--- config.mk ---
export PLATFORM = sky130hd
export DESIGN_NAME = serial_bus_master_flat
export DESIGN_NICKNAME = d
export VERILOG_FILES = /design/src/rtl/serial_bus_master_if.sv /design/src/rtl/serial_bus_master.sv /design/src/flat_wrapper.sv
export SDC_FILE = /design/constraint.sdc
export NUM_CORES = 1
export LEC_CHECK = 0
export BUFFER_PORTS_ARGS = -buffer_cell sky130_fd_sc_hd__buf_2
export CORE_ASPECT_RATIO = 2
export CORE_UTILIZATION = 25
export CTS_BUF_LIST = sky130_fd_sc_hd__clkbuf_2 sky130_fd_sc_hd__clkbuf_4 sky130_fd_sc_hd__clkbuf_8
export DETAILED_ROUTE_END_ITERATION = 8
export HOLD_SLACK_MARGIN = 0.02
export SYNTH_ARGS = -nofsm -noshare
export SYNTH_HDL_FRONTEND = slang
export SYNTH_SLANG_ARGS = --single-unit
--- constraint.sdc ---
create_clock -name clk -period 2.65 [get_ports clk]
set_clock_uncertainty 0.15 [all_clocks]
set_input_delay 0.265 -clock clk [delete_from_list [all_inputs] [get_ports clk]]
set_output_delay 0.265 -clock clk [all_outputs]
set_load 0.01 [all_outputs]
--- src/rtl/serial_bus_master_if.sv ---
// Byte-stream and register-bus signals shared by serial_bus_master and its neighbours.
// The master modport is the command responder; the slave modport is the UART/bus side.
interface serial_bus_master_if;
    logic [7:0]  rx_data_i;
    logic        rx_strb_i;
    logic [7:0]  tx_data_o;
    logic        tx_strb_o;
    logic        tx_busy_i;
    logic        wb_cyc_o;
    logic        wb_stb_o;
    logic        wb_we_o;
    logic [15:0] wb_adr_o;
    logic [15:0] wb_dat_o;
    logic [15:0] wb_dat_i;
    logic        wb_ack_i;

    modport master (
        input  rx_data_i, rx_strb_i, tx_busy_i, wb_dat_i, wb_ack_i,
        output tx_data_o, tx_strb_o, wb_cyc_o, wb_stb_o, wb_we_o, wb_adr_o, wb_dat_o
    );

    modport slave (
        output rx_data_i, rx_strb_i, tx_busy_i, wb_dat_i, wb_ack_i,
        input  tx_data_o, tx_strb_o, wb_cyc_o, wb_stb_o, wb_we_o, wb_adr_o, wb_dat_o
    );
endinterface

--- src/rtl/serial_bus_master.sv ---
// Serial command responder: decodes fixed-length UART frames into single 16-bit
// register-bus reads/writes and returns a status (plus read data) response.
module serial_bus_master #(
    parameter int BUS_TIMEOUT = 1024,
    parameter int RX_TIMEOUT  = 65535
) (
    input  logic                 clk,
    input  logic                 reset,
    serial_bus_master_if.master  bus,
    output logic                 frame_err_o
);

    localparam int RX_CW  = $clog2(RX_TIMEOUT + 1);
    localparam int BUS_CW = (BUS_TIMEOUT > 2) ? $clog2(BUS_TIMEOUT) : 1;
    localparam logic [RX_CW-1:0]  RX_LIMIT  = RX_CW'(RX_TIMEOUT);
    localparam logic [BUS_CW-1:0] BUS_LIMIT = BUS_CW'(BUS_TIMEOUT - 1);

    localparam logic [7:0] CMD_WR    = 8'h01;
    localparam logic [7:0] CMD_RD    = 8'h02;
    localparam logic [7:0] STS_OK    = 8'h00;
    localparam logic [7:0] STS_TMO   = 8'hFF;
    localparam logic [7:0] STS_BADCM = 8'hFE;

    typedef enum logic [3:0] {
        ST_CMD     = 4'd0,
        ST_ADRH    = 4'd1,
        ST_ADRL    = 4'd2,
        ST_DATH    = 4'd3,
        ST_DATL    = 4'd4,
        ST_BUS     = 4'd5,
        ST_TX_WAIT = 4'd6,
        ST_TX_STRB = 4'd7,
        ST_TX_HOLD = 4'd8
    } state_t;

    function automatic logic [7:0] resp_byte(input logic [1:0]  idx,
                                             input logic [7:0]  status,
                                             input logic [15:0] data);
        logic [7:0] b;
        case (idx)
            2'd0:    b = status;
            2'd1:    b = data[15:8];
            2'd2:    b = data[7:0];
            default: b = 8'h00;
        endcase
        return b;
    endfunction

    state_t            state_q, state_d;
    logic              rx_strb_q;
    logic              cmd_we_q, cmd_we_d;
    logic [15:0]       adr_q, adr_d;
    logic [15:0]       wdat_q, wdat_d;
    logic [15:0]       rdat_q, rdat_d;
    logic [7:0]        status_q, status_d;
    logic [1:0]        tx_idx_q, tx_idx_d;
    logic [1:0]        tx_last_q, tx_last_d;
    logic [RX_CW-1:0]  rx_cnt_q, rx_cnt_d;
    logic [BUS_CW-1:0] bus_cnt_q, bus_cnt_d;
    logic              wb_cyc_q, wb_cyc_d;
    logic              wb_stb_q, wb_stb_d;
    logic              wb_we_q, wb_we_d;
    logic [15:0]       wb_adr_q, wb_adr_d;
    logic [15:0]       wb_dat_q, wb_dat_d;
    logic              tx_strb_q, tx_strb_d;
    logic [7:0]        tx_data_q, tx_data_d;
    logic              frame_err_q, frame_err_d;
    logic              byte_s;
    logic              start_bus_s;

    assign byte_s = bus.rx_strb_i & ~rx_strb_q;

    assign bus.wb_cyc_o  = wb_cyc_q;
    assign bus.wb_stb_o  = wb_stb_q;
    assign bus.wb_we_o   = wb_we_q;
    assign bus.wb_adr_o  = wb_adr_q;
    assign bus.wb_dat_o  = wb_dat_q;
    assign bus.tx_strb_o = tx_strb_q;
    assign bus.tx_data_o = tx_data_q;
    assign frame_err_o   = frame_err_q;

    // Edge detector keeps following the strobe level even through reset, so a
    // level that straddles reset is not seen as a second byte.
    always_ff @(posedge clk) begin
        rx_strb_q <= bus.rx_strb_i;
    end

    // State and datapath registers.
    always_ff @(posedge clk) begin
        if (reset) begin
            state_q     <= ST_CMD;
            cmd_we_q    <= 1'b0;
            adr_q       <= 16'h0000;
            wdat_q      <= 16'h0000;
            rdat_q      <= 16'h0000;
            status_q    <= 8'h00;
            tx_idx_q    <= 2'd0;
            tx_last_q   <= 2'd0;
            rx_cnt_q    <= '0;
            bus_cnt_q   <= '0;
            wb_cyc_q    <= 1'b0;
            wb_stb_q    <= 1'b0;
            wb_we_q     <= 1'b0;
            wb_adr_q    <= 16'h0000;
            wb_dat_q    <= 16'h0000;
            tx_strb_q   <= 1'b0;
            tx_data_q   <= 8'h00;
            frame_err_q <= 1'b0;
        end else begin
            state_q     <= state_d;
            cmd_we_q    <= cmd_we_d;
            adr_q       <= adr_d;
            wdat_q      <= wdat_d;
            rdat_q      <= rdat_d;
            status_q    <= status_d;
            tx_idx_q    <= tx_idx_d;
            tx_last_q   <= tx_last_d;
            rx_cnt_q    <= rx_cnt_d;
            bus_cnt_q   <= bus_cnt_d;
            wb_cyc_q    <= wb_cyc_d;
            wb_stb_q    <= wb_stb_d;
            wb_we_q     <= wb_we_d;
            wb_adr_q    <= wb_adr_d;
            wb_dat_q    <= wb_dat_d;
            tx_strb_q   <= tx_strb_d;
            tx_data_q   <= tx_data_d;
            frame_err_q <= frame_err_d;
        end
    end

    // Next-state and output decode.
    always_comb begin
        state_d     = state_q;
        cmd_we_d    = cmd_we_q;
        adr_d       = adr_q;
        wdat_d      = wdat_q;
        rdat_d      = rdat_q;
        status_d    = status_q;
        tx_idx_d    = tx_idx_q;
        tx_last_d   = tx_last_q;
        rx_cnt_d    = rx_cnt_q;
        bus_cnt_d   = bus_cnt_q;
        wb_cyc_d    = wb_cyc_q;
        wb_stb_d    = wb_stb_q;
        wb_we_d     = wb_we_q;
        wb_adr_d    = wb_adr_q;
        wb_dat_d    = wb_dat_q;
        tx_strb_d   = tx_strb_q;
        tx_data_d   = tx_data_q;
        frame_err_d = 1'b0;
        start_bus_s = 1'b0;

        case (state_q)
            ST_CMD: begin
                rx_cnt_d = '0;
                if (byte_s) begin
                    if ((bus.rx_data_i == CMD_WR) || (bus.rx_data_i == CMD_RD)) begin
                        cmd_we_d = (bus.rx_data_i == CMD_WR);
                        state_d  = ST_ADRH;
                    end else begin
                        frame_err_d = 1'b1;
                        status_d    = STS_BADCM;
                        tx_idx_d    = 2'd0;
                        tx_last_d   = 2'd0;
                        state_d     = ST_TX_WAIT;
                    end
                end else begin
                    state_d = ST_CMD;
                end
            end

            ST_ADRH, ST_ADRL, ST_DATH, ST_DATL: begin
                if (byte_s) begin
                    rx_cnt_d = '0;
                    case (state_q)
                        ST_ADRH: begin
                            adr_d[15:8] = bus.rx_data_i;
                            state_d     = ST_ADRL;
                        end
                        ST_ADRL: begin
                            adr_d[7:0] = bus.rx_data_i;
                            if (cmd_we_q) begin
                                state_d = ST_DATH;
                            end else begin
                                start_bus_s = 1'b1;
                            end
                        end
                        ST_DATH: begin
                            wdat_d[15:8] = bus.rx_data_i;
                            state_d      = ST_DATL;
                        end
                        ST_DATL: begin
                            wdat_d[7:0] = bus.rx_data_i;
                            start_bus_s = 1'b1;
                        end
                        default: state_d = ST_CMD;
                    endcase
                end else if (rx_cnt_q == RX_LIMIT) begin
                    // Stalled frame: discard silently, no response byte.
                    frame_err_d = 1'b1;
                    rx_cnt_d    = '0;
                    state_d     = ST_CMD;
                end else begin
                    rx_cnt_d = rx_cnt_q + RX_CW'(1);
                end
            end

            ST_BUS: begin
                if (bus.wb_ack_i) begin
                    wb_cyc_d  = 1'b0;
                    wb_stb_d  = 1'b0;
                    wb_we_d   = 1'b0;
                    rdat_d    = bus.wb_dat_i;
                    status_d  = STS_OK;
                    tx_idx_d  = 2'd0;
                    tx_last_d = cmd_we_q ? 2'd0 : 2'd2;
                    state_d   = ST_TX_WAIT;
                end else if (bus_cnt_q == BUS_LIMIT) begin
                    wb_cyc_d  = 1'b0;
                    wb_stb_d  = 1'b0;
                    wb_we_d   = 1'b0;
                    rdat_d    = 16'h0000;
                    status_d  = STS_TMO;
                    tx_idx_d  = 2'd0;
                    tx_last_d = cmd_we_q ? 2'd0 : 2'd2;
                    state_d   = ST_TX_WAIT;
                end else begin
                    bus_cnt_d = bus_cnt_q + BUS_CW'(1);
                end
            end

            ST_TX_WAIT: begin
                if (!bus.tx_busy_i) begin
                    tx_data_d = resp_byte(tx_idx_q, status_q, rdat_q);
                    tx_strb_d = 1'b1;
                    state_d   = ST_TX_STRB;
                end else begin
                    state_d = ST_TX_WAIT;
                end
            end

            ST_TX_STRB: begin
                if (bus.tx_busy_i) begin
                    tx_strb_d = 1'b0;
                    state_d   = ST_TX_HOLD;
                end else begin
                    tx_strb_d = 1'b1;
                end
            end

            ST_TX_HOLD: begin
                if (!bus.tx_busy_i) begin
                    if (tx_idx_q == tx_last_q) begin
                        state_d = ST_CMD;
                    end else begin
                        tx_idx_d = tx_idx_q + 2'd1;
                        state_d  = ST_TX_WAIT;
                    end
                end else begin
                    state_d = ST_TX_HOLD;
                end
            end

            default: begin
                state_d = ST_CMD;
            end
        endcase

        // Bus launch uses the just-shifted address/data so the final byte is included.
        if (start_bus_s) begin
            wb_cyc_d  = 1'b1;
            wb_stb_d  = 1'b1;
            wb_we_d   = cmd_we_q;
            wb_adr_d  = adr_d;
            wb_dat_d  = wdat_d;
            bus_cnt_d = '0;
            state_d   = ST_BUS;
        end else begin
            wb_adr_d = wb_adr_d;
        end
    end

endmodule

--- src/flat_wrapper.sv ---
// flat-port wrapper written by rule: the top's interface ports become plain ports
module serial_bus_master_flat 
#(
    parameter int BUS_TIMEOUT = 1024,
    parameter int RX_TIMEOUT  = 65535
)
  (clk, reset, frame_err_o, bus_rx_data_i, bus_rx_strb_i, bus_tx_busy_i, bus_wb_dat_i, bus_wb_ack_i, bus_tx_data_o, bus_tx_strb_o, bus_wb_cyc_o, bus_wb_stb_o, bus_wb_we_o, bus_wb_adr_o, bus_wb_dat_o);
  serial_bus_master_if bus_i ();
  input  logic clk;
  input  logic reset;
  output logic frame_err_o;
  input wire logic [$bits(bus_i.rx_data_i)-1:0] bus_rx_data_i;
  input wire logic [$bits(bus_i.rx_strb_i)-1:0] bus_rx_strb_i;
  input wire logic [$bits(bus_i.tx_busy_i)-1:0] bus_tx_busy_i;
  input wire logic [$bits(bus_i.wb_dat_i)-1:0] bus_wb_dat_i;
  input wire logic [$bits(bus_i.wb_ack_i)-1:0] bus_wb_ack_i;
  output wire logic [$bits(bus_i.tx_data_o)-1:0] bus_tx_data_o;
  output wire logic [$bits(bus_i.tx_strb_o)-1:0] bus_tx_strb_o;
  output wire logic [$bits(bus_i.wb_cyc_o)-1:0] bus_wb_cyc_o;
  output wire logic [$bits(bus_i.wb_stb_o)-1:0] bus_wb_stb_o;
  output wire logic [$bits(bus_i.wb_we_o)-1:0] bus_wb_we_o;
  output wire logic [$bits(bus_i.wb_adr_o)-1:0] bus_wb_adr_o;
  output wire logic [$bits(bus_i.wb_dat_o)-1:0] bus_wb_dat_o;
  assign bus_i.rx_data_i = bus_rx_data_i;
  assign bus_i.rx_strb_i = bus_rx_strb_i;
  assign bus_i.tx_busy_i = bus_tx_busy_i;
  assign bus_i.wb_dat_i = bus_wb_dat_i;
  assign bus_i.wb_ack_i = bus_wb_ack_i;
  assign bus_tx_data_o = bus_i.tx_data_o;
  assign bus_tx_strb_o = bus_i.tx_strb_o;
  assign bus_wb_cyc_o = bus_i.wb_cyc_o;
  assign bus_wb_stb_o = bus_i.wb_stb_o;
  assign bus_wb_we_o = bus_i.wb_we_o;
  assign bus_wb_adr_o = bus_i.wb_adr_o;
  assign bus_wb_dat_o = bus_i.wb_dat_o;
  serial_bus_master #(.BUS_TIMEOUT(BUS_TIMEOUT), .RX_TIMEOUT(RX_TIMEOUT)) u_core (.clk(clk), .reset(reset), .bus(bus_i), .frame_err_o(frame_err_o));
endmodule
Word-level counts from Yosys, hierarchy flattened
Cells that the tools add are included.

word-level totals
  input bits = 29
  flip-flop bits (word level) = 136
  output and inout bits = 45
  word-level logic and storage cells = 140

cells by class
  eq/ne operators = 30
  bitwise operators = 5
  muxes and demuxes = 61
  add/sub/neg operators = 3
  reductions and logical operators = 22

operators by type and width
  operator                                                                 number
  16-bit two-way mux                                                       8
  8-bit two-way mux                                                        8
  16-bit case mux with 2 select lines                                      1
  4-bit two-way mux                                                        7
  4-bit case mux with 6 select lines                                       1
  8-bit case mux with 3 select lines                                       1
  2-bit two-way mux                                                        9
  16-bit by 1-bit adder with 16-bit output, second input constant          1
  16-bit equality test, second input constant                              1
  4-bit by 3-bit equality test with 1-bit output, second input constant    4
  4-bit case mux with 4 select lines                                       1
  8-bit case mux with 2 select lines                                       1
  1-bit two-way mux                                                        15
  3-bit two-way mux                                                        4
  10-bit by 1-bit adder with 10-bit output, second input constant          1
  10-bit equality test, second input constant                              1
  2-bit inequality test, second input constant                             5
  5-bit AND reduction                                                      2
  2-bit nonzero test                                                       5
  4-bit by 2-bit equality test with 1-bit output, second input constant    2
  8-bit by 1-bit equality test with 1-bit output, second input constant    1
  8-bit by 2-bit equality test with 1-bit output, second input constant    1
  2-bit AND reduction                                                      4
  3-bit by 2-bit inequality test with 1-bit output, second input constant  2
  other kinds (28)                                                         35

Depth between registers and ports, before layout
  depth in word-level cells = 6
  mapped depth = 8
  depth with buffers taken out = 7

Worst setup path before layout
OpenSTA, ideal clock, no wires.

  kind = input to register
  start point = in bus_rx_data_i[2]
  end point = reg u_core.tx_idx_q[1]
  data arrival time = 1645 ps
  path buffers = 0
  stages = 5
  path slack = 739 ps
  required time = 2384 ps
  setup time = 116 ps
  cells stage by stage = or4_1 -> o311a_1 -> mux2i_4 -> a21oi_1 -> a41o_1

between the ends
  longest elaborated chain between the ends = 4
  elaborated cells between the ends (all ways) = 5
  those cells by class = eq/ne: 3; reduce/logical: 2

RTL lines
  element                                                                                                           line                      source
  start, declared                                                                                                   flat_wrapper.sv:12        input wire logic [$bits(bus_i.rx_data_i)-1:0] bus_rx_data_i;
  8-bit by 1-bit equality test with 1-bit output or 8-bit by 2-bit equality test with 1-bit output (tied branches)  serial_bus_master.sv:157  if ((bus.rx_data_i == CMD_WR) || (bus.rx_data_i == CMD_RD)) begin
  1-bit logical OR *                                                                                                serial_bus_master.sv:157
  2-bit inequality test (no line) *                                                                                 n/a
  6-bit AND reduction (no line) *                                                                                   n/a
  end signal, assigned                                                                                              serial_bus_master.sv:116  tx_idx_q <= tx_idx_d;
  end, declared                                                                                                     serial_bus_master.sv:56   logic [1:0] tx_idx_q, tx_idx_d;

Every way passes the cells marked *; elsewhere a longest branch is shown, timed or not.
A chain may end at the register's enable or synchronous reset.

Final worst setup path
  start point = in bus_rx_strb_i
  end point = reg u_core.rx_cnt_q[13]

between the ends
  longest elaborated chain between the ends = 3

RTL lines
  element                              line                      source
  start, declared                      flat_wrapper.sv:13        input wire logic [$bits(bus_i.rx_strb_i)-1:0] bus_rx_strb_i;
  1-bit bitwise AND                    serial_bus_master.sv:71   assign byte_s = bus.rx_strb_i & ~rx_strb_q;
  16-bit two-way mux                   serial_bus_master.sv:173  if (byte_s) begin
  16-bit case mux with 2 select lines  serial_bus_master.sv:153  case (state_q)
  end signal, assigned                 serial_bus_master.sv:118  rx_cnt_q <= rx_cnt_d;
  end, declared                        serial_bus_master.sv:58   logic [RX_CW-1:0] rx_cnt_q, rx_cnt_d;

No other way between the ends.

==> out/results.ini <==
[power_and_ir_drop]
total_power_mw = 5.037
ir_drop_uv = 528.3
leakage_nw = 2.605
power.density_nw_per_um2 = 783.7

[outcome]
outcome = completed

[floorplan]
die_h_um = 205.5
die_x_um = 103.7
die-area_um2 = 21310
fp.coreArea_um2 = 20370
io_pins = 74
start_util_pct = 25.41
row_count = 74

[placed_design]
io_buffers = 73
routabilityCongestion = 0.8006
pre_cts_slack_ps = 324.3
place_hpwl_mm = 9.802

[flow_run]
drv_cap = 0

[synthesis]
ys_seq_area_share_pct = 49.90
syn_inst = 552
yosys.cell_types.count = 60
ys.flop_type = dfxtp_1
synth_area_leaders = dfxtp_1 50%, nor2_1 7.1%, mux2i_1 4.6%
synth_area_per_cell_um2 = 9.375
synth_top_cell_by_area = dfxtp_1
netlist_area_um2 = 5175
synth.most_common_cell = dfxtp_1
syn_nets = 587
yosysWarningCount = 0
netlist.area_leader.share_pct = 49.90
synth-edff-count = 0
async_flop_share_pct = 0
synthTopCellsByCount = 129 x dfxtp_1, 98 x nor2_1, 27 x a21oi_1, 27 x nand2_1, 24 x mux2i_1
synth_seq_cells = 129

[critical_path]
crit_path_top_delay_cell = dlygate4sd3_1
path_cells = dlygate4sd3_1 > buf_2 > nor2b_1 > or4_4 > a21oi_2 > a31oi_1 > a311oi_1
end_kind = flip-flop
crit_fanout = 11
cp-start-kind = input port
path_class = in -> reg
crit_required_ps = 2860
worstPathArrival_ps = 2550
critical-path-max-stage-delay_ps = 550

[route]
met3_wirelength_um = 313
m1WireLength_mm = 5.375
top_layer = met4
via_count = 4306
drc = 0
drtIter0Drc = 175
wire_per_inst_um = 14.99
dr_wl_met2_mm = 7.666
wirelength_mm = 13.81
drtAntennaViolNets = 0
firstDrtPassIters = 4
vias_per_cell = 4.675

[timing]
worst-slew-pin-transition_ps = 734.9
finalSetupTns_ps = 0
hold_viol = 0
rsz0062_at_grt = no
fmax_mhz = 426.1
period_share_pct = 88.57
drv_slew = 0
max_slew_margin_pct = 50.95
setup_viol = 0
worst_slack_ps = 302.9
fin_crit_ps = 2347
hold_ws_ps = 45.71

[global_route]
track_usage_pct = 13.30
grt_pass1_vias = 4280
grt_start_max_net_pins = 47
grt-ovfl-total = 0
grt_pass1_wl_mm = 22.16
antenna_found_initial = 0

[cts]
root_buffer = clkbuf_8
tritoncts.num_buffers = 17
clockBufferDepth = 2
cts_resized = 0
post_cts_buffers = 0
clock_sinks = 129
clk_pin_slew_ps = 80
hold_buffers = 22
cts_tree = done
clkLatencyLatePin_ps = 440
cts_htree_levels = 4

[final_layout]
final_nets = 677
num_antenna_cells = 0
syn2layout_area_growth_pct = 24.20
drive_gt1_share_pct = 20.76

[hold_path]
hold_class = in -> reg

[per-layer routing]
layer  GRT usage (%)  vias up
met5               0        -
met3           2.217       28
met1           13.22     2033
met2           25.70       88
li1                -     2157
met4           7.806        0
[cells by family after synthesis]
logic type               synth area share [%]
multiplexers                            5.077
adder cells (fa/ha/maj)                 1.451
XOR/XNOR                                3.723
AO/OA/AOI/OAI                           15.84
flip-flops                              49.90
AND/OR/NAND/NOR                         19.87
buffers and inverters                   4.135
[cell usage in the layout, fill, tap and decap left out, drive strengths merged, types with 10 or more instances in the layout]
cell	n
mux2i	25
nor3	15
dfxtp	129
nand3	20
nor2	99
xnor2	12
a22oi	17
buf	88
nand2	27
clkbuf	18
inv	14
dlygate4sd3	22
a211oi	18
a21oi	28
o22a	16
xor2	10
[critical path, delay by kind of cell]
family / cells / cell delay, ps
AO/OA/AOI/OAI: 3 / 870
buffers and inverters: 2 / 700
AND/OR/NAND/NOR: 2 / 700
[stage by stage]
step	area, um^2	util, %	std cells
2_1_floorplan	5175	-	552
3_3_place_gp	5811	28.53	867
3_5_place_dp	5811	28.53	867
4_1_cts	6427	31.55	921
5_1_grt	6427	31.55	921
6_report	6427	31.55	921
[power breakdown]
part / internal [mW] / switching, mW
registers: 2.10 / 0.147
logic: 0.463 / 0.649
clock network: 0.856 / 0.818
[area by class of cell]
| cell class | count | area (um^2) |
|---|---|---|
| flip-flops and latches | 129 | 2582 |
| repair buffers | 110 | 698.2 |
| well taps | 266 | 332.8 |
| clock buffers | 18 | 241.5 |
| clock inverters | 14 | 155.1 |
| fillers | 2184 | 13940 |
| multi-input cells | 374 | 2380 |
| inverters | 10 | 37.54 |
[registers in the layout (all words and copies together) (netlist names), 2 cells and up]
| signal | flops |
|---|---|
| u_core.rdat_q | 16 |
| u_core.state_q | 4 |
| u_core.rx_cnt_q | 16 |
| u_core.wdat_q | 16 |
| u_core.adr_q | 16 |
| u_core.tx_idx_q | 2 |
| u_core.bus.tx_data_o | 8 |
| u_core.bus.wb_adr_o | 16 |
| u_core.bus.wb_dat_o | 16 |
| u_core.status_q | 2 |
| u_core.bus_cnt_q | 10 |
[worst paths after layout]
check                                  startpoint             endpoint  slack [ps]  depth (start not counted)
worst min register to register    u_core.adr_q[3]      u_core.adr_q[3]         320                          2
worst max-delay path                bus_rx_strb_i  u_core.rx_cnt_q[13]         300                          7
worst max register to register  u_core.state_q[0]  u_core.rx_cnt_q[13]         300                          5
worst min-delay path             bus_rx_data_i[1]      u_core.adr_q[1]          50                          3
(Power assumes the default switching activity.)
